===== src/rtl/fir_tap_arbiter_if.sv =====
// Bundles the host, engine and tap-RAM signals of the tap arbiter into one interface.
// The slave modport is the arbiter's view. The master modport is the view of
// whatever drives the requests and models the tap RAM.
interface fir_tap_arbiter_if #(
    parameter int pADDR_WIDTH = 12,
    parameter int pDATA_WIDTH = 32
);
    // Host (AXI-lite side) path
    logic                   eng_busy;
    logic                   h_req;
    logic                   h_we;
    logic [pADDR_WIDTH-1:0] h_addr;
    logic [pDATA_WIDTH-1:0] h_wdata;
    logic                   h_gnt;
    logic                   h_rvalid;
    logic [pDATA_WIDTH-1:0] h_rdata;
    logic                   h_err;

    // FIR engine fetch path
    logic                   e_req;
    logic [pADDR_WIDTH-1:0] e_addr;
    logic                   e_gnt;
    logic                   e_rvalid;
    logic [pDATA_WIDTH-1:0] e_rdata;

    // Tap RAM port
    logic [3:0]             tap_WE;
    logic                   tap_EN;
    logic [pDATA_WIDTH-1:0] tap_Di;
    logic [pADDR_WIDTH-1:0] tap_A;
    logic [pDATA_WIDTH-1:0] tap_Do;

    modport slave (
        input  eng_busy, h_req, h_we, h_addr, h_wdata, e_req, e_addr, tap_Do,
        output h_gnt, h_rvalid, h_rdata, h_err, e_gnt, e_rvalid, e_rdata,
               tap_WE, tap_EN, tap_Di, tap_A
    );

    modport master (
        output eng_busy, h_req, h_we, h_addr, h_wdata, e_req, e_addr, tap_Do,
        input  h_gnt, h_rvalid, h_rdata, h_err, e_gnt, e_rvalid, e_rdata,
               tap_WE, tap_EN, tap_Di, tap_A
    );
endinterface


===== src/rtl/fir_tap_arbiter.sv =====
// fir_tap_arbiter: shares the single-port tap-coefficient RAM between the host
// (programming/readback) and the FIR engine (coefficient fetch).
// - The engine normally has priority. A host request that has been refused
//   MAX_WAIT cycles in a row gets priority for one grant.
// - Host addresses are range-checked and translated to tap-relative addresses.
// - Host writes are refused while the engine is busy.
// Optional macro FIR_TAP_ARB_STATS_EN adds the saturating host_stall_cnt and
// err_cnt outputs.
module fir_tap_arbiter #(
    parameter int pADDR_WIDTH = 12,
    parameter int pDATA_WIDTH = 32,
    parameter int Tape_Num    = 11,
    parameter int TAP_BASE    = 'h20,
    parameter int MAX_WAIT    = 4
) (
    input  logic                  axis_clk,
    input  logic                  axis_rst,
    fir_tap_arbiter_if.slave      bus
`ifdef FIR_TAP_ARB_STATS_EN
    ,
    output logic [15:0]           host_stall_cnt,
    output logic [7:0]            err_cnt
`endif
);

    localparam int TAP_END = TAP_BASE + 4 * Tape_Num;
    localparam int WCW     = (MAX_WAIT > 1) ? $clog2(MAX_WAIT) : 1;
    localparam logic [WCW-1:0] WAIT_LAST = WCW'(MAX_WAIT - 1);

    typedef enum logic [0:0] {
        ENG_PRI  = 1'b0,
        HOST_PRI = 1'b1
    } state_t;

    // Identifies who a read issued last cycle belongs to, so tap_Do can be steered.
    typedef enum logic [1:0] {
        OWN_NONE     = 2'd0,
        OWN_HOST     = 2'd1,
        OWN_HOST_OOR = 2'd2,
        OWN_ENG      = 2'd3
    } owner_t;

    state_t         state_q, state_d;
    logic [WCW-1:0] wait_cnt_q, wait_cnt_d;
    owner_t         owner_q, owner_d;
    logic           h_err_q, h_err_d;

    logic                   h_gnt, e_gnt;
    logic                   h_in_range, h_wr_blocked, h_refused;
    logic                   tap_en;
    logic [3:0]             tap_we;
    logic [pADDR_WIDTH-1:0] tap_a;
    logic [pDATA_WIDTH-1:0] tap_di;

    assign h_in_range   = (32'(bus.h_addr) >= 32'(TAP_BASE)) &&
                          (32'(bus.h_addr) <  32'(TAP_END));
    assign h_wr_blocked = bus.h_we & bus.eng_busy;
    assign h_refused    = bus.h_req & ~h_gnt;

    // Pick the single grant for this cycle and drive the RAM port from it.
    always_comb begin
        h_gnt  = 1'b0;
        e_gnt  = 1'b0;
        tap_en = 1'b0;
        tap_we = 4'h0;
        tap_a  = '0;
        tap_di = '0;
        case (state_q)
            ENG_PRI: begin
                e_gnt = bus.e_req;
                h_gnt = bus.h_req & ~bus.e_req;
            end
            HOST_PRI: begin
                h_gnt = bus.h_req;
                e_gnt = 1'b0;
            end
            default: begin
                h_gnt = 1'b0;
                e_gnt = 1'b0;
            end
        endcase
        if (h_gnt) begin
            // Out-of-range or blocked writes are accepted but never reach the RAM.
            if (h_in_range && !h_wr_blocked) begin
                tap_en = 1'b1;
                tap_a  = bus.h_addr - pADDR_WIDTH'(TAP_BASE);
                if (bus.h_we) begin
                    tap_we = 4'hF;
                    tap_di = bus.h_wdata;
                end
            end
        end else if (e_gnt) begin
            tap_en = 1'b1;
            tap_a  = bus.e_addr;
        end
    end

    // Next state for the priority FSM, the host wait counter and the read/error tags.
    always_comb begin
        state_d    = state_q;
        wait_cnt_d = wait_cnt_q;
        owner_d    = OWN_NONE;
        h_err_d    = 1'b0;

        if (!bus.h_req || h_gnt) begin
            wait_cnt_d = '0;
        end else if (wait_cnt_q != WAIT_LAST) begin
            wait_cnt_d = wait_cnt_q + 1'b1;
        end

        case (state_q)
            ENG_PRI:  if (h_refused && (wait_cnt_q == WAIT_LAST)) state_d = HOST_PRI;
            HOST_PRI: if (h_gnt || !bus.h_req)                    state_d = ENG_PRI;
            default:  state_d = ENG_PRI;
        endcase

        if (h_gnt && !bus.h_we) begin
            owner_d = h_in_range ? OWN_HOST : OWN_HOST_OOR;
        end else if (e_gnt) begin
            owner_d = OWN_ENG;
        end

        h_err_d = h_gnt & (~h_in_range | h_wr_blocked);
    end

    // State registers; reset also drops any read that is still in flight.
    always_ff @(posedge axis_clk or posedge axis_rst) begin
        if (axis_rst) begin
            state_q    <= ENG_PRI;
            wait_cnt_q <= '0;
            owner_q    <= OWN_NONE;
            h_err_q    <= 1'b0;
        end else begin
            state_q    <= state_d;
            wait_cnt_q <= wait_cnt_d;
            owner_q    <= owner_d;
            h_err_q    <= h_err_d;
        end
    end

    assign bus.h_gnt    = h_gnt;
    assign bus.e_gnt    = e_gnt;
    assign bus.tap_EN   = tap_en;
    assign bus.tap_WE   = tap_we;
    assign bus.tap_A    = tap_a;
    assign bus.tap_Di   = tap_di;
    assign bus.h_err    = h_err_q;
    assign bus.h_rvalid = (owner_q == OWN_HOST) || (owner_q == OWN_HOST_OOR);
    assign bus.e_rvalid = (owner_q == OWN_ENG);
    assign bus.h_rdata  = (owner_q == OWN_HOST) ? bus.tap_Do : '0;
    assign bus.e_rdata  = (owner_q == OWN_ENG)  ? bus.tap_Do : '0;

`ifdef FIR_TAP_ARB_STATS_EN
    logic [15:0] host_stall_cnt_q, host_stall_cnt_d;
    logic [7:0]  err_cnt_q, err_cnt_d;

    // Saturating counters of host stall cycles and error pulses.
    always_comb begin
        host_stall_cnt_d = host_stall_cnt_q;
        err_cnt_d        = err_cnt_q;
        if (h_refused && (host_stall_cnt_q != 16'hFFFF)) host_stall_cnt_d = host_stall_cnt_q + 16'd1;
        if (h_err_q && (err_cnt_q != 8'hFF))             err_cnt_d        = err_cnt_q + 8'd1;
    end

    // Statistics registers.
    always_ff @(posedge axis_clk or posedge axis_rst) begin
        if (axis_rst) begin
            host_stall_cnt_q <= '0;
            err_cnt_q        <= '0;
        end else begin
            host_stall_cnt_q <= host_stall_cnt_d;
            err_cnt_q        <= err_cnt_d;
        end
    end

    assign host_stall_cnt = host_stall_cnt_q;
    assign err_cnt        = err_cnt_q;
`endif

endmodule


===== src/flat_wrapper.sv =====
// flat-port wrapper written by rule: the top's interface ports become plain ports
module fir_tap_arbiter_flat 
#(
    parameter int pADDR_WIDTH = 12,
    parameter int pDATA_WIDTH = 32,
    parameter int Tape_Num    = 11,
    parameter int TAP_BASE    = 'h20,
    parameter int MAX_WAIT    = 4
)
  (axis_clk, axis_rst, bus_eng_busy, bus_h_req, bus_h_we, bus_h_addr, bus_h_wdata, bus_e_req, bus_e_addr, bus_tap_Do, bus_h_gnt, bus_h_rvalid, bus_h_rdata, bus_h_err, bus_e_gnt, bus_e_rvalid, bus_e_rdata, bus_tap_WE, bus_tap_EN, bus_tap_Di, bus_tap_A);
  fir_tap_arbiter_if #(.pADDR_WIDTH(pADDR_WIDTH), .pDATA_WIDTH(pDATA_WIDTH)) bus_i ();
  input  logic axis_clk;
  input  logic axis_rst;
  input wire logic [$bits(bus_i.eng_busy)-1:0] bus_eng_busy;
  input wire logic [$bits(bus_i.h_req)-1:0] bus_h_req;
  input wire logic [$bits(bus_i.h_we)-1:0] bus_h_we;
  input wire logic [$bits(bus_i.h_addr)-1:0] bus_h_addr;
  input wire logic [$bits(bus_i.h_wdata)-1:0] bus_h_wdata;
  input wire logic [$bits(bus_i.e_req)-1:0] bus_e_req;
  input wire logic [$bits(bus_i.e_addr)-1:0] bus_e_addr;
  input wire logic [$bits(bus_i.tap_Do)-1:0] bus_tap_Do;
  output wire logic [$bits(bus_i.h_gnt)-1:0] bus_h_gnt;
  output wire logic [$bits(bus_i.h_rvalid)-1:0] bus_h_rvalid;
  output wire logic [$bits(bus_i.h_rdata)-1:0] bus_h_rdata;
  output wire logic [$bits(bus_i.h_err)-1:0] bus_h_err;
  output wire logic [$bits(bus_i.e_gnt)-1:0] bus_e_gnt;
  output wire logic [$bits(bus_i.e_rvalid)-1:0] bus_e_rvalid;
  output wire logic [$bits(bus_i.e_rdata)-1:0] bus_e_rdata;
  output wire logic [$bits(bus_i.tap_WE)-1:0] bus_tap_WE;
  output wire logic [$bits(bus_i.tap_EN)-1:0] bus_tap_EN;
  output wire logic [$bits(bus_i.tap_Di)-1:0] bus_tap_Di;
  output wire logic [$bits(bus_i.tap_A)-1:0] bus_tap_A;
  assign bus_i.eng_busy = bus_eng_busy;
  assign bus_i.h_req = bus_h_req;
  assign bus_i.h_we = bus_h_we;
  assign bus_i.h_addr = bus_h_addr;
  assign bus_i.h_wdata = bus_h_wdata;
  assign bus_i.e_req = bus_e_req;
  assign bus_i.e_addr = bus_e_addr;
  assign bus_i.tap_Do = bus_tap_Do;
  assign bus_h_gnt = bus_i.h_gnt;
  assign bus_h_rvalid = bus_i.h_rvalid;
  assign bus_h_rdata = bus_i.h_rdata;
  assign bus_h_err = bus_i.h_err;
  assign bus_e_gnt = bus_i.e_gnt;
  assign bus_e_rvalid = bus_i.e_rvalid;
  assign bus_e_rdata = bus_i.e_rdata;
  assign bus_tap_WE = bus_i.tap_WE;
  assign bus_tap_EN = bus_i.tap_EN;
  assign bus_tap_Di = bus_i.tap_Di;
  assign bus_tap_A = bus_i.tap_A;
  fir_tap_arbiter #(.pADDR_WIDTH(pADDR_WIDTH), .pDATA_WIDTH(pDATA_WIDTH), .Tape_Num(Tape_Num), .TAP_BASE(TAP_BASE), .MAX_WAIT(MAX_WAIT)) u_core (.axis_clk(axis_clk), .axis_rst(axis_rst), .bus(bus_i));
endmodule

===== config.mk =====
export PLATFORM = sky130hd
export DESIGN_NAME = fir_tap_arbiter_flat
export DESIGN_NICKNAME = d
export VERILOG_FILES = /design/src/rtl/fir_tap_arbiter_if.sv /design/src/rtl/fir_tap_arbiter.sv /design/src/flat_wrapper.sv
export SDC_FILE = /design/constraint.sdc
export NUM_CORES = 1
export LEC_CHECK = 0
export BUFFER_PORTS_ARGS = -buffer_cell sky130_fd_sc_hd__buf_4
export CORE_AREA = 2 2 82 84
export CTS_CLUSTER_DIAMETER = 80
export DETAILED_ROUTE_END_ITERATION = 6
export DIE_AREA = 0 0 84 86
export GPL_TIMING_DRIVEN = 0
export PLACE_DENSITY_LB_ADDON = 0.05
export SYNTH_ARGS = -nofsm -noshare
export SYNTH_HDL_FRONTEND = slang
export SYNTH_SLANG_ARGS = --single-unit

===== constraint.sdc =====
create_clock -name axis_clk -period 2.7 [get_ports axis_clk]
set_input_delay 0.135 -clock axis_clk [delete_from_list [all_inputs] [get_ports axis_clk]]
set_output_delay 0.135 -clock axis_clk [all_outputs]
set_load 0.01 [all_outputs]

* Word level (Yosys, flattened, before mapping) *
Index checks and enable logic that the tools add are counted.

operators by class
  add/sub/neg operators = 2
  $lt $le $gt $ge = 2
  equal/unequal tests = 5
  multiplexer cells = 24
  bitwise gates (word level) = 9
  reduce and logical (&&, ||, !) cells = 10

operators by type and width
  operator               number
  $mux 32                5
  $mux 12                3
  $ge 12x6->1 const B    1
  $lt 12x7->1 const B    1
  $mux 4                 3
  $sub 12x6->12 const B  1
  $mux 2                 5
  $eq 2x2->1 const B     3
  $pmux 1 s2             3
  $mux 1                 5
  $and 1x1->1            4
  $logic_and 1x1->1      4
  $not 1->1              4
  $logic_not 1->1        3
  $add 2x1->2 const B    1
  $eq 2x1->1 const B     1
  $logic_or 1x1->1       2
  $ne 2x2->1 const B     1
  $reduce_bool 2->1      1
  $or 1x1->1             1

word-level totals
  register bits = 6
  input bits = 94
  output and inout bits = 118
  logic and storage cells = 56

* Logic depth before layout (Yosys ltp) *
Gate-level depths: netlist of the first run.

  word-level depth = 8
  depth in mapped cells = 6
  depth with buffers taken out = 6

* Worst setup path before layout of the first run *
No wires, ideal clock.

  kind = input to output
  start = in bus_h_addr[9]
  end = out bus_tap_Di[22]
  arrival = 1.820 ns
  data required time = 2.565 ns
  slack = 0.745 ns
  stages on the path = 5
  buffers on the path = 1
  path through = or4_4 a2111o_1 nor4b_4 buf_6 and2_2

on the way
  cells in the longest elaborated chain, start to end = 5
  elaborated cells between the ends (all ways) = 6
  classes of those cells = order compare (2); mux (2); reduce/logical (2)

ends and longest elaborated chain
  element                                     line                                          text
  from (decl)                                 flat_wrapper.sv:17                            input wire logic [$bits(bus_i.h_addr)-1:0] bus_h_addr;
  $ge 12x6->1 or $lt 12x7->1 (tied branches)  fir_tap_arbiter.sv:55, fir_tap_arbiter.sv:56
  $logic_and 1x1->1 (*)                       fir_tap_arbiter.sv:55                         assign h_in_range = (32'(bus.h_addr) >= 32'(TAP_BASE)) &&
  $logic_and 1x1->1 (*)                       fir_tap_arbiter.sv:84                         if (h_in_range && !h_wr_blocked) begin
  $mux 32 (*)                                 fir_tap_arbiter.sv:84
  $mux 32 (*)                                 fir_tap_arbiter.sv:82                         if (h_gnt) begin
  to (decl)                                   flat_wrapper.sv:31                            output wire logic [$bits(bus_i.tap_Di)-1:0] bus_tap_Di;

Mark *: on every way between the ends. The rest lies on a longest branch, timed or not.

* Final worst setup path of the first run *
  start = in bus_h_addr[9]
  end = out bus_tap_Di[23]

Same word-level chain as after synthesis.

==> impl_table.tex, run 1 <==
\begin{tabular}{lr}
\hline
Metric & Value \\
\hline
\multicolumn{2}{l}{\textbf{STA}} \\
Final setup violation count & 0 \\
Min Clock Period, post-route & 2260 ps \\
Hold violation total from the final report & 0 \\
Fmax & 443 MHz \\
Pin slew with the least headroom to its limit & 634 ps \\
Unrepaired setup endpoints after global routing & no \\
Post-route clock period utilization & 83.7\% \\
Total negative setup slack & 0 ps \\
Skew final & 3.53 ps \\
Max-slew headroom & 56.6\% \\
Slew Viols, Final & 0 \\
Worst Hold Slack & 129 ps \\
\multicolumn{2}{l}{\textbf{Synthesis}} \\
Synthesis-stage register bit count & 6 \\
Synth unique cells & 27 \\
Cell area after synthesis & 1220 um\^{}2 \\
Synthesized area divided by synthesized cell count & 7.38 um\^{}2 \\
Syn Nets & 264 \\
Number of synthesized flops with an enable pin & 0 \\
Number of cells produced by synthesis & 166 \\
Sequential share of the synthesized area & 12.3\% \\
Count of yosys warnings during synthesis & 0 \\
Async set-or-reset flop fraction in the synthesized netlist & 100\% \\
Most instantiated flip-flop cell in the synthesis netlist & sky130\_fd\_sc\_hd\_\_dfrtp\_1 \\
\multicolumn{2}{l}{\textbf{CTS}} \\
CTS Root Buffer Type & sky130\_fd\_sc\_hd\_\_clkbuf\_8 \\
Count of hold buffers inserted by post-cts repair & 1 \\
Clk Latency, worst-skew pair & 220 ps \\
Number of levels the H-tree was split into & 1 \\
Clock tree from TritonCTS & built \\
Num CTS Buffers & 3 \\
Clock tree sinks & 6 \\
Number of gates resized after cts & 0 \\
CTS max path bufs & 2 \\
Clk pin slew, worst setup/hold paths & 30 ps \\
\# Post-CTS Setup Buffers & 0 \\
\multicolumn{2}{l}{\textbf{Outcome}} \\
Result of the run & completed \\
\multicolumn{2}{l}{\textbf{Setup path}} \\
CP Data Arrival Time & 2120 ps \\
CP Max Fanout & 13 \\
Start-to-end type of the worst setup path & input port to output port \\
RR Startpoint & u\_core.state\_q \\
Startpoint kind of the worst setup timing path & input port \\
Required arrival time at the worst endpoint & 2570 ps \\
Critical Path End Type & output port \\
Critical path launch point & bus\_h\_addr[9] \\
\multicolumn{2}{l}{\textbf{Global routing}} \\
Maximum number of pins on one net before global-route repair & 14 \\
Number of antenna violations at the first check in global routing & 0 \\
Remaining global-route overflow & 0 \\
Total routing usage reported by global routing & 14.1\% \\
Vias in the first global route & 1867 \\
Global-route wire length before repair & 8400 um \\
\multicolumn{2}{l}{\textbf{Drt}} \\
Number of iterations in the first detailed-routing pass & 2 \\
Drc violations & 0 \\
Remaining number of nets flagged by the antenna check after routing & 0 \\
Vias after detailed routing & 1864 \\
Vias per inst & 4.07 \\
Total wire length & 5440 um \\
Routed len/inst & 11.9 um \\
Count of routing violations after the opening detailed-route iteration & 8 \\
\multicolumn{2}{l}{\textbf{Cells and area}} \\
Filler cell count & 661 \\
Utilization of the core after routing & 47.1\% \\
Area growth from synthesis to layout & 141\% \\
Final \#Nets & 481 \\
Most common cell after layout, fill and taps aside & sky130\_fd\_sc\_hd\_\_buf\_4 \\
Number of diodes added for antenna fixing & 0 \\
Highest-count cells in the layout ignoring fill and taps & sky130\_fd\_sc\_hd\_\_buf\_4, sky130\_fd\_sc\_hd\_\_and2\_1, sky130\_fd\_sc\_hd\_\_and2\_2, sky130\_fd\_sc\_hd\_\_a22o\_1, sky130\_fd\_sc\_hd\_\_inv\_1 \\
Share of final-layout standard cells stronger than drive strength 1 & 61.9\% \\
Finished layout cell area & 2960 um\^{}2 \\
\multicolumn{2}{l}{\textbf{Hold path}} \\
Hold Crit Class & input port to flop \\
Hold\_sp & bus\_h\_we \\
\multicolumn{2}{l}{\textbf{Power}} \\
VDD IR-drop max & 0.0988 mV \\
Total Power Consumption & 0.542 mW \\
Power density over the cells & 183 nW/um\^{}2 \\
Leakage Power & 1.70 nW \\
\multicolumn{2}{l}{\textbf{Floorplanning}} \\
Overall die height & 86 um \\
Site Rows & 29 \\
Initial Utilization & 19.5\% \\
Area enclosed by the die boundary & 7220 um\^{}2 \\
Die Width & 84 um \\
Core Footprint & 6280 um\^{}2 \\
I/O pin count & 212 \\
\multicolumn{2}{l}{\textbf{Placement}} \\
Total cell area at the placement stage & 2910 um\^{}2 \\
HPWL reported at the end of detailed placement & 5010 um \\
Input/output buffers & 211 \\
Placer's final routability congestion estimate & 0.743 \\
\multicolumn{2}{l}{\textbf{Job}} \\
Reported max-cap violation count & 0 \\
\hline
\end{tabular}
-- where the power goes --
part	switching (mW)	total (mW)	internal (mW)
registers	0.00241	0.0970	0.0946
clock network	0.0369	0.133	0.0956
logic	0.118	0.312	0.194
-- path summary, 6_finish.rpt --
kind / to / slack [ps] / cells past startpoint
min: u_core.owner_q[0] / 130 / 2
max in group asynchronous: u_core.owner_q[1] / 2120 / 3
max reg2reg: u_core.wait_cnt_q[1] / 1260 / 5
min reg2reg: u_core.wait_cnt_q[1] / 530 / 2
max: bus_tap_Di[23] / 440 / 7
min in group asynchronous: u_core.wait_cnt_q[1] / 390 / 3
-- cells by family after synthesis --
family | synth area share, %
AND/OR/NAND/NOR | 58.9
buffers and inverters | 9.91
AO/OA/AOI/OAI | 11.1
flip-flops | 12.3
XOR/XNOR | 2.86
adder cells (fa/ha/maj) | 4.09
multiplexers | 0.817
-- synth_stat cells, drive strengths merged (2+ instances only) --
library cell  number  area [um^2]
a22o              10         87.6
and2              98          628
buf                7         61.3
clkbuf             7         26.3
dfrtp              6          150
ha                 4         50.1
inv                9         33.8
nand2              3         11.3
nor2               4         15.0
o31ai              2         15.0
xor2               3         26.3
-- registers in the layout, summed over array words and instances, names as in the netlist --
name and flops:
u_core.owner_q 2, u_core.bus.h_err 1, u_core.state_q 1, u_core.wait_cnt_q 2
-- through the flow --
step,setup WS [ps],cells
detailed placement,418,454
global route,321,458
global placement,427,454
CTS,411,458
finish,441,458
floorplan,745,166
-- routing by layer --
| layer | wire (um) | vias up | GRT usage [%] | share of wire [%] |
|---|---|---|---|---|
| met4 | 96 | 0 | 4.55 | 1.8 |
| met2 | 2860 | 132 | 28.2 | 53 |
| met1 | 1800 | 770 | 13.7 | 33 |
| li1 | - | 954 | - | - |
| met5 | 0 | - | 0 | 0 |
| met3 | 676 | 8 | 4.04 | 12 |
-- critical path, cell delays in order --
cell and delay [ps]:
sky130_fd_sc_hd__buf_4 120, sky130_fd_sc_hd__or4_4 540, sky130_fd_sc_hd__a2111o_1 480, sky130_fd_sc_hd__nor4b_4 400, sky130_fd_sc_hd__buf_6 200, sky130_fd_sc_hd__and2_2 140
sky130_fd_sc_hd__buf_4 110
-- cell type report --
type,count,area (um^2),area share (%)
timing repair buffer,212,1590,53.9
tap,77,96.3,3.26
clock buffer,3,41.3,1.40
inverter,9,33.8,1.14
sequential,6,150,5.08
multi-input combinational,137,953,32.2
buffer,14,87.6,2.96
No activity file was read; power rests on OpenSTA's default activity.
==> inputs of run 2 (changes only) <==
--- a/config.mk
+++ b/config.mk
@@ -5,11 +5,12 @@
 export SDC_FILE = /design/constraint.sdc
 export NUM_CORES = 1
 export LEC_CHECK = 0
+export ABC_AREA = 1
 export BUFFER_PORTS_ARGS = -buffer_cell sky130_fd_sc_hd__buf_4
-export CORE_AREA = 2 2 82 84
+export CORE_AREA = 2 2 83 85
 export CTS_CLUSTER_DIAMETER = 80
 export DETAILED_ROUTE_END_ITERATION = 6
-export DIE_AREA = 0 0 84 86
+export DIE_AREA = 0 0 85 87
 export GPL_TIMING_DRIVEN = 0
 export PLACE_DENSITY_LB_ADDON = 0.05
 export SYNTH_ARGS = -nofsm -noshare
==> constraint.sdc (replaced) <==
create_clock -name axis_clk -period 2.2 [get_ports axis_clk]
set_input_delay 0.11 -clock axis_clk [delete_from_list [all_inputs] [get_ports axis_clk]]
set_output_delay 0.11 -clock axis_clk [all_outputs]
set_load 0.01 [all_outputs]
==> run 2 against run 1 <==
  * Sequential cell count unchanged
  * Via count increased by 27%
  * Final area increased by 14%
  * Worst hold slack improved by 56 ps
  * Sequential share of layout area decreased by 0.64 points
  * Clock power increased by 23%
  * Combinational power increased by 43%
  * Die area increased by 2.4%
  * Power increased by 34%
  * Register-to-register slack got worse by 40 ps
  * Global-route usage increased by 2.2 points
  * Critical path type is now flop to output port
==> impl_table.tex, run 2 <==
\begin{tabular}{lr}
\hline
Metric & Value \\
\hline
\multicolumn{2}{l}{\textbf{Drt}} \\
Count of routing violations after the opening detailed-route iteration & 13 (was 8) \\
Drc violations & 0 (unchanged) \\
Vias after detailed routing & 2360 (was 1864) \\
Vias per inst & 3.99 (was 4.07) \\
Routed len/inst & 11.0 um (was 11.9 um) \\
Remaining number of nets flagged by the antenna check after routing & 0 (unchanged) \\
Total wire length & 6520 um (was 5440 um) \\
Number of iterations in the first detailed-routing pass & 4 (was 2) \\
\multicolumn{2}{l}{\textbf{Global routing}} \\
Remaining global-route overflow & 0 (unchanged) \\
Global-route wire length before repair & 10100 um (was 8400 um) \\
Total routing usage reported by global routing & 16.3\% (was 14.1\%) \\
Number of antenna violations at the first check in global routing & 0 (unchanged) \\
Maximum number of pins on one net before global-route repair & 11 (was 14) \\
Vias in the first global route & 2162 (was 1867) \\
\multicolumn{2}{l}{\textbf{STA}} \\
Skew final & 3.00 ps (was 3.53 ps) \\
Min Clock Period, post-route & 1800 ps \\
Max-slew headroom & 53.3\% (was 56.6\%) \\
Total negative setup slack & 0 ps (unchanged) \\
Final setup violation count & 0 (unchanged) \\
Unrepaired setup endpoints after global routing & no (unchanged) \\
Pin slew with the least headroom to its limit & 700 ps (was 634 ps) \\
Fmax & 556 MHz \\
Slew Viols, Final & 0 (unchanged) \\
Post-route clock period utilization & 81.7\% \\
Hold violation total from the final report & 0 (unchanged) \\
\multicolumn{2}{l}{\textbf{CTS}} \\
Clock tree sinks & 6 (unchanged) \\
Num CTS Buffers & 3 (unchanged) \\
Clk pin slew, worst setup/hold paths & 40 ps (was 30 ps) \\
Number of gates resized after cts & 0 (unchanged) \\
CTS max path bufs & 2 (unchanged) \\
Number of levels the H-tree was split into & 1 (unchanged) \\
Clk Latency, worst-skew pair & 220 ps (about the same) \\
Clock tree from TritonCTS & built (unchanged) \\
CTS Root Buffer Type & sky130\_fd\_sc\_hd\_\_clkbuf\_8 (unchanged) \\
\multicolumn{2}{l}{\textbf{Cells and area}} \\
Share of final-layout standard cells stronger than drive strength 1 & 52.1\% (was 61.9\%) \\
Finished layout cell area & 3380 um\^{}2 (was 2960 um\^{}2) \\
Area growth from synthesis to layout & 105\% (was 141\%) \\
Number of cells in the finished layout apart from fillers & 591 (was 458) \\
Number of diodes added for antenna fixing & 0 (unchanged) \\
Top Registers & u\_core.owner\_q: 2 flops, u\_core.wait\_cnt\_q: 2 flops (unchanged) \\
Utilization of the core after routing & 51.5\% (was 47.1\%) \\
Highest-count cells in the layout ignoring fill and taps & sky130\_fd\_sc\_hd\_\_buf\_4, sky130\_fd\_sc\_hd\_\_inv\_1, sky130\_fd\_sc\_hd\_\_nand2\_1, sky130\_fd\_sc\_hd\_\_nor3\_2, sky130\_fd\_sc\_hd\_\_clkbuf\_1 (was sky130\_fd\_sc\_hd\_\_buf\_4, sky130\_fd\_sc\_hd\_\_and2\_1, sky130\_fd\_sc\_hd\_\_and2\_2, sky130\_fd\_sc\_hd\_\_a22o\_1, sky130\_fd\_sc\_hd\_\_inv\_1) \\
Most common cell after layout, fill and taps aside & sky130\_fd\_sc\_hd\_\_buf\_4 (unchanged) \\
Final \#Nets & 611 (was 481) \\
\multicolumn{2}{l}{\textbf{Synthesis}} \\
Async set-or-reset flop fraction in the synthesized netlist & 100\% (unchanged) \\
Most used standard cell by instance count after synthesis & sky130\_fd\_sc\_hd\_\_inv\_1 (was sky130\_fd\_sc\_hd\_\_and2\_1) \\
Synthesis-stage register bit count & 6 (unchanged) \\
Sequential share of the synthesized area & 9.12\% (was 12.3\%) \\
Syn Nets & 394 (was 264) \\
Number of synthesized flops with an enable pin & 0 (unchanged) \\
Count of yosys warnings during synthesis & 0 (unchanged) \\
Synth unique cells & 23 (was 27) \\
Number of cells produced by synthesis & 296 (was 166) \\
Most instantiated flip-flop cell in the synthesis netlist & sky130\_fd\_sc\_hd\_\_dfrtp\_1 (unchanged) \\
Synthesized area divided by synthesized cell count & 5.56 um\^{}2 (was 7.38 um\^{}2) \\
Share of Yosys cell area claimed by the top area cell type & 26.0\% (was 43.9\%) \\
Cell area after synthesis & 1650 um\^{}2 (was 1220 um\^{}2) \\
Leading post-synthesis cells by instance count & sky130\_fd\_sc\_hd\_\_inv\_1, sky130\_fd\_sc\_hd\_\_nand2\_1, sky130\_fd\_sc\_hd\_\_nor3\_2 (was sky130\_fd\_sc\_hd\_\_and2\_1, sky130\_fd\_sc\_hd\_\_and2\_2, sky130\_fd\_sc\_hd\_\_a22o\_1) \\
Synth area leaders & sky130\_fd\_sc\_hd\_\_inv\_1, sky130\_fd\_sc\_hd\_\_nand2\_1, sky130\_fd\_sc\_hd\_\_nor3\_2 (was sky130\_fd\_sc\_hd\_\_and2\_1, sky130\_fd\_sc\_hd\_\_dfrtp\_1, sky130\_fd\_sc\_hd\_\_and2\_2) \\
Dominant cell type by area after synthesis & sky130\_fd\_sc\_hd\_\_inv\_1 (was sky130\_fd\_sc\_hd\_\_and2\_1) \\
\multicolumn{2}{l}{\textbf{Placement}} \\
Placer's final routability congestion estimate & 0.795 (was 0.743) \\
Cell count after placement & 587 (was 454) \\
Total cell area at the placement stage & 3330 um\^{}2 (was 2910 um\^{}2) \\
HPWL reported at the end of detailed placement & 5740 um (was 5010 um) \\
Input/output buffers & 211 (unchanged) \\
\multicolumn{2}{l}{\textbf{Setup path}} \\
Critical Path Slowest Stage Cell & sky130\_fd\_sc\_hd\_\_dfrtp\_1 (was sky130\_fd\_sc\_hd\_\_or4\_4) \\
Critical path launch point & u\_core.state\_q (was bus\_h\_addr[9]) \\
Cells along the critical path & nor2\_2 -> nor2\_4 -> nand4\_4 -> buf\_6 -> nor2\_1 -> buf\_4 -> buf\_4 (was buf\_4 -> or4\_4 -> a2111o\_1 -> nor4b\_4 -> buf\_6 -> and2\_2 -> buf\_4) \\
Startpoint kind of the worst setup timing path & flop (was input port) \\
CP Data Arrival Time & 1690 ps (was 2120 ps) \\
Cell seen most often among critical-path stages & sky130\_fd\_sc\_hd\_\_buf\_4 (unchanged) \\
RR Startpoint & u\_core.state\_q (unchanged) \\
CP Max Fanout & 10 (was 13) \\
Highest cell delay on the worst timing path & 330 ps (was 540 ps) \\
Critical Path End Type & output port (unchanged) \\
Start-to-end type of the worst setup path & flop to output port (was input port to output port) \\
Required arrival time at the worst endpoint & 2090 ps (was 2570 ps) \\
\multicolumn{2}{l}{\textbf{Hold path}} \\
Hold Crit Class & input port to flop (unchanged) \\
Hold\_sp & bus\_h\_req (was bus\_h\_we) \\
\multicolumn{2}{l}{\textbf{Power}} \\
VDD IR-drop max & 0.148 mV (was 0.0988 mV) \\
Leakage Power & 2.40 nW (was 1.70 nW) \\
Power density over the cells & 215 nW/um\^{}2 (was 183 nW/um\^{}2) \\
Total Power Consumption & 0.728 mW (was 0.542 mW) \\
\multicolumn{2}{l}{\textbf{Outcome}} \\
Result of the run & completed (unchanged) \\
\multicolumn{2}{l}{\textbf{Floorplanning}} \\
I/O pin count & 212 (unchanged) \\
Core Footprint & 6570 um\^{}2 (was 6280 um\^{}2) \\
Site Rows & 30 (was 29) \\
Overall die height & 87 um (was 86 um) \\
Initial Utilization & 25.1\% (was 19.5\%) \\
Die Width & 85 um (was 84 um) \\
Area enclosed by the die boundary & 7400 um\^{}2 (was 7220 um\^{}2) \\
\multicolumn{2}{l}{\textbf{Job}} \\
Reported max-cap violation count & 0 (unchanged) \\
\hline
\end{tabular}
[run 2: cell count changes after synthesis, moves of 6 or more]
cell,change
sky130_fd_sc_hd__inv_1,+105
sky130_fd_sc_hd__nand2_1,+87
sky130_fd_sc_hd__and2_1,-86
sky130_fd_sc_hd__nor3_2,+28
sky130_fd_sc_hd__and2_2,-12
sky130_fd_sc_hd__a22o_1,-10
sky130_fd_sc_hd__o21ai_0,+6
sky130_fd_sc_hd__o21ai_2,+6
[run 2: report_power, final]
part	switching [mW]	internal, mW	leakage (nW)	total [mW]
sequential	0.00251	0.116	0.0767	0.118
combinational	0.209	0.236	2.30	0.445
clock	0.0465	0.117	0.0216	0.164
[run 2: layout make-up]
cell class	count	area [um^2]
Fill cell	716	3190
Timing Repair Buffer	212	1590
Inverter	115	432
Tap cell	80	100
Clock buffer	3	41.3
Sequential cell	6	150
Multi-Input combinational cell	158	958
Buffer	17	106
[run 2: critical path, delay by kind of cell, from the launching register on]
kind                   cells  cell delay (ps)
and+or+nand+nor            4              660
DFF                        1              330
buffers and inverters      3              480
[run 2: path summary, 6_finish.rpt]
kind	endpoint	slack [ps]	depth (start not counted)
max	bus_tap_WE[1]	400	7
min	u_core.wait_cnt_q[1]	190	3
max reg2reg	u_core.owner_q[0]	1220	4
min reg2reg	u_core.wait_cnt_q[1]	540	2
max in group asynchronous	u_core.owner_q[0]	1640	3
min in group asynchronous	u_core.wait_cnt_q[1]	370	3
[run 2: cell families (layout without fill, tap and decap cells)]
kind of cell / after synthesis / after routing / share of synthesized area, %
and+or+nand+nor: 138 / 138 / 48.3
buffers and inverters: 132 / 347 / 32.7
AOI/OAI and AO/OA: 13 / 13 / 5.32
DFF: 6 / 6 / 9.12
adders and majority gates: 4 / 4 / 3.04
xor gates and xnor gates: 3 / 3 / 1.60
[run 2: per-layer routing]
layer  vias to the layer above  part of all wire (%)  track usage (%)
met5                         -                     0                0
met1                       980                    34             17.6
met2                       129                    53             31.4
li1                       1245                     -                -
met4                         0                  0.91             3.46
met3                         6                    12             4.64
[run 2: timing repair]
action,CTS,global route
endpoints found under the setup margin,0,0
hold endpoints to repair,6,0
setup buffers,0,0
hold buffers,1,0
[run 2: through the flow]
step | hold WS [ps] | setup WS (ps)
global route | 223 | 277
floorplan | -99.0 | 740
finish | 185 | 402
CTS | 186 | 361
global placement | 43.4 | 556
detailed placement | 48.3 | 549
==> inputs of run 3 (changes only) <==
==> constraint.sdc (replaced) <==
create_clock -name axis_clk -period 1.81 [get_ports axis_clk]
set_input_delay 0.0905 -clock axis_clk [delete_from_list [all_inputs] [get_ports axis_clk]]
set_output_delay 0.0905 -clock axis_clk [all_outputs]
set_load 0.01 [all_outputs]
==> run 3 against run 2 <==
  * Clock skew hardly changed
  * Critical path type unchanged
  * Final area up 0.89%
  * Worst hold slack got worse by 18 ps
  * Critical endpoint unchanged
  * Routed wire length up 0.32%
  * Critical path depth stayed put
  * Register-to-register slack got worse by 350 ps
  * Largest cell class unchanged
  * Utilization up 0.46 points
  * Sequential power is 22% higher
  * Clock power up 21%
==> impl_table.tex, run 3 (synthesis gave the netlist of run 2 again) <==
\begin{tabular}{lr}
\hline
Metric & Value \\
\hline
\multicolumn{2}{l}{\textbf{Outcome}} \\
Result of the run & completed (unchanged) \\
\multicolumn{2}{l}{\textbf{CTS}} \\
CTS max path bufs & 2 (unchanged) \\
Clock tree from TritonCTS & built (unchanged) \\
Clock tree sinks & 6 (unchanged) \\
Clk Latency, worst-skew pair & 220 ps (about the same) \\
CTS Root Buffer Type & sky130\_fd\_sc\_hd\_\_clkbuf\_8 (unchanged) \\
Clk pin slew, worst setup/hold paths & 40 ps (about the same) \\
Num CTS Buffers & 3 (unchanged) \\
Number of levels the H-tree was split into & 1 (unchanged) \\
\multicolumn{2}{l}{\textbf{Cells and area}} \\
Area growth from synthesis to layout & 107\% (was 105\%) \\
Highest-count cells in the layout ignoring fill and taps & sky130\_fd\_sc\_hd\_\_buf\_4, sky130\_fd\_sc\_hd\_\_inv\_1, sky130\_fd\_sc\_hd\_\_nand2\_1, sky130\_fd\_sc\_hd\_\_nor3\_2, sky130\_fd\_sc\_hd\_\_clkbuf\_1 (unchanged) \\
Filler cell count & 715 (was 716) \\
Share of final-layout standard cells stronger than drive strength 1 & 52.5\% (was 52.1\%) \\
Final \#Nets & 614 (was 611) \\
Most common cell after layout, fill and taps aside & sky130\_fd\_sc\_hd\_\_buf\_4 (unchanged) \\
Number of diodes added for antenna fixing & 0 (unchanged) \\
Top Registers & u\_core.owner\_q: 2 flops, u\_core.wait\_cnt\_q: 2 flops (unchanged) \\
\multicolumn{2}{l}{\textbf{Global routing}} \\
Remaining global-route overflow & 0 (unchanged) \\
Global-route wire length before repair & 10100 um (unchanged) \\
Total routing usage reported by global routing & 16.3\% (unchanged) \\
Maximum number of pins on one net before global-route repair & 11 (unchanged) \\
Vias in the first global route & 2162 (unchanged) \\
Number of antenna violations at the first check in global routing & 0 (unchanged) \\
\multicolumn{2}{l}{\textbf{Setup path}} \\
CP Data Arrival Time & 1570 ps (was 1690 ps) \\
Critical path launch point & u\_core.state\_q (unchanged) \\
Required arrival time at the worst endpoint & 1720 ps (was 2090 ps) \\
CP Max Fanout & 10 (unchanged) \\
Delay-heaviest family, CP & simple AND/OR/NAND/NOR gates (unchanged) \\
RR Startpoint & u\_core.wait\_cnt\_q[0] (was u\_core.state\_q) \\
Critical Path End Type & output port (unchanged) \\
Reg2reg end & u\_core.wait\_cnt\_q[1] (was u\_core.owner\_q[0]) \\
Critical Path Slowest Stage Cell & sky130\_fd\_sc\_hd\_\_dfrtp\_1 (unchanged) \\
Buffers plus inverters on the worst setup path & 3 (unchanged) \\
Highest cell delay on the worst timing path & 360 ps (was 330 ps) \\
CP Depth & 7 (unchanged) \\
Setup slack of the worst register-to-register path & 870 ps (was 1220 ps) \\
Startpoint kind of the worst setup timing path & flop (unchanged) \\
Start-to-end type of the worst setup path & flop to output port (unchanged) \\
Cells along the critical path & nor2\_4 -> nor2\_4 -> nand4\_4 -> buf\_6 -> nor2\_2 -> buf\_4 -> buf\_4 (was nor2\_2 -> nor2\_4 -> nand4\_4 -> buf\_6 -> nor2\_1 -> buf\_4 -> buf\_4) \\
Worst Reg2Reg Path Length in Cells & 4 (unchanged) \\
\multicolumn{2}{l}{\textbf{STA}} \\
Final setup violation count & 0 (unchanged) \\
Min Clock Period, post-route & 1660 ps \\
Total negative setup slack & 0 ps (unchanged) \\
Slew Viols, Final & 0 (unchanged) \\
Unrepaired setup endpoints after global routing & no (unchanged) \\
Fmax & 601 MHz \\
Max-slew headroom & 53.3\% (about the same) \\
Hold violation total from the final report & 0 (unchanged) \\
Skew final & 3.08 ps (was 3.00 ps) \\
Post-route clock period utilization & 91.9\% \\
Pin slew with the least headroom to its limit & 700 ps (about the same) \\
\multicolumn{2}{l}{\textbf{Power}} \\
Total Power Consumption & 0.886 mW (was 0.728 mW) \\
Leakage Power & 2.41 nW (was 2.40 nW) \\
VDD IR-drop max & 0.180 mV (was 0.148 mV) \\
Power density over the cells & 260 nW/um\^{}2 (was 215 nW/um\^{}2) \\
\multicolumn{2}{l}{\textbf{Floorplanning}} \\
Site Rows & 30 (unchanged) \\
Area enclosed by the die boundary & 7400 um\^{}2 (unchanged) \\
Overall die height & 87 um (unchanged) \\
Initial Utilization & 25.1\% (unchanged) \\
I/O pin count & 212 (unchanged) \\
Die Width & 85 um (unchanged) \\
Core Footprint & 6570 um\^{}2 (unchanged) \\
\multicolumn{2}{l}{\textbf{Drt}} \\
Remaining number of nets flagged by the antenna check after routing & 0 (unchanged) \\
Count of routing violations after the opening detailed-route iteration & 19 (was 13) \\
Vias per inst & 4.00 (was 3.99) \\
Number of iterations in the first detailed-routing pass & 4 (unchanged) \\
Routed len/inst & 11.0 um (about the same) \\
Drc violations & 0 (unchanged) \\
Total wire length & 6540 um (was 6520 um) \\
Vias after detailed routing & 2374 (was 2360) \\
\multicolumn{2}{l}{\textbf{Hold path}} \\
Hold Crit Class & input port to flop (unchanged) \\
Hold\_sp & bus\_h\_req (unchanged) \\
Hold EP & u\_core.wait\_cnt\_q[1] (unchanged) \\
Worst Hold Depth & 3 (unchanged) \\
\multicolumn{2}{l}{\textbf{Placement}} \\
Input/output buffers & 211 (unchanged) \\
Placer's final routability congestion estimate & 0.795 (unchanged) \\
HPWL reported at the end of detailed placement & 5740 um (unchanged) \\
\multicolumn{2}{l}{\textbf{Job}} \\
Reported max-cap violation count & 0 (unchanged) \\
\hline
\end{tabular}
==> run 3: tightest hold or removal path, cell delays in order <==
cell and delay (ps):
sky130_fd_sc_hd__buf_4 110, sky130_fd_sc_hd__nand2_1 90, sky130_fd_sc_hd__a21oi_1 50
==> run 3: stage by stage <==
stage / hold slack, ps / utilization [%] / setup slack, ps / area, um^2 / std cells
3_5_place_dp: 28.8 / 50.7 / 198 / 3330 / 587
4_1_cts: 166 / 51.5 / 39.6 / 3380 / 591
3_3_place_gp: 23.9 / 50.7 / 205 / 3330 / 587
6_report: 167 / 51.9 / 147 / 3410 / 594
5_1_grt: 204 / 51.9 / 3.59 / 3410 / 594
2_1_floorplan: -119 / - / 370 / 1650 / 296
==> run 3: what timing repair did <==
action                     4_1_cts  5_1_grt
gates resized for setup          1        1
setup buffers                    0        3
hold buffers                     1        0
cloned                           0        0
pin swaps                        0        1
hold endpoints to repair         6        0
setup endpoints to repair        3       10
==> run 3: cell type report <==
class | count | area [um^2] | share of cell area (%)
Inverter | 115 | 432 | 12.7
Sequential cell | 6 | 150 | 4.40
Tap cell | 80 | 100 | 2.93
Timing Repair Buffer | 215 | 1620 | 47.4
Clock buffer | 3 | 41.3 | 1.21
Multi-Input combinational cell | 158 | 966 | 28.3
Buffer | 17 | 106 | 3.12
==> run 3: worst max path at each step <==
stage,slack (ps),end
5_1_grt,4,bus_h_rdata[2]
3_5_place_dp,200,bus_tap_WE[1]
4_1_cts,40,bus_tap_WE[1]
3_3_place_gp,200,bus_tap_WE[1]
2_1_floorplan,370,bus_tap_WE[1]
6_report,150,bus_tap_WE[1]
==> run 3: power breakdown <==
group          switching [mW]  internal, mW
registers             0.00307         0.141
clock network          0.0566         0.143
logic                   0.255         0.287
==> run 3: per-layer routing <==
layer	share of wire, %	vias to the layer above	GRT usage (%)
li1	-	1251	-
met4	0.90	0	3.46
met3	12	6	4.64
met2	53	129	31.4
met1	34	988	17.6
met5	0	-	0
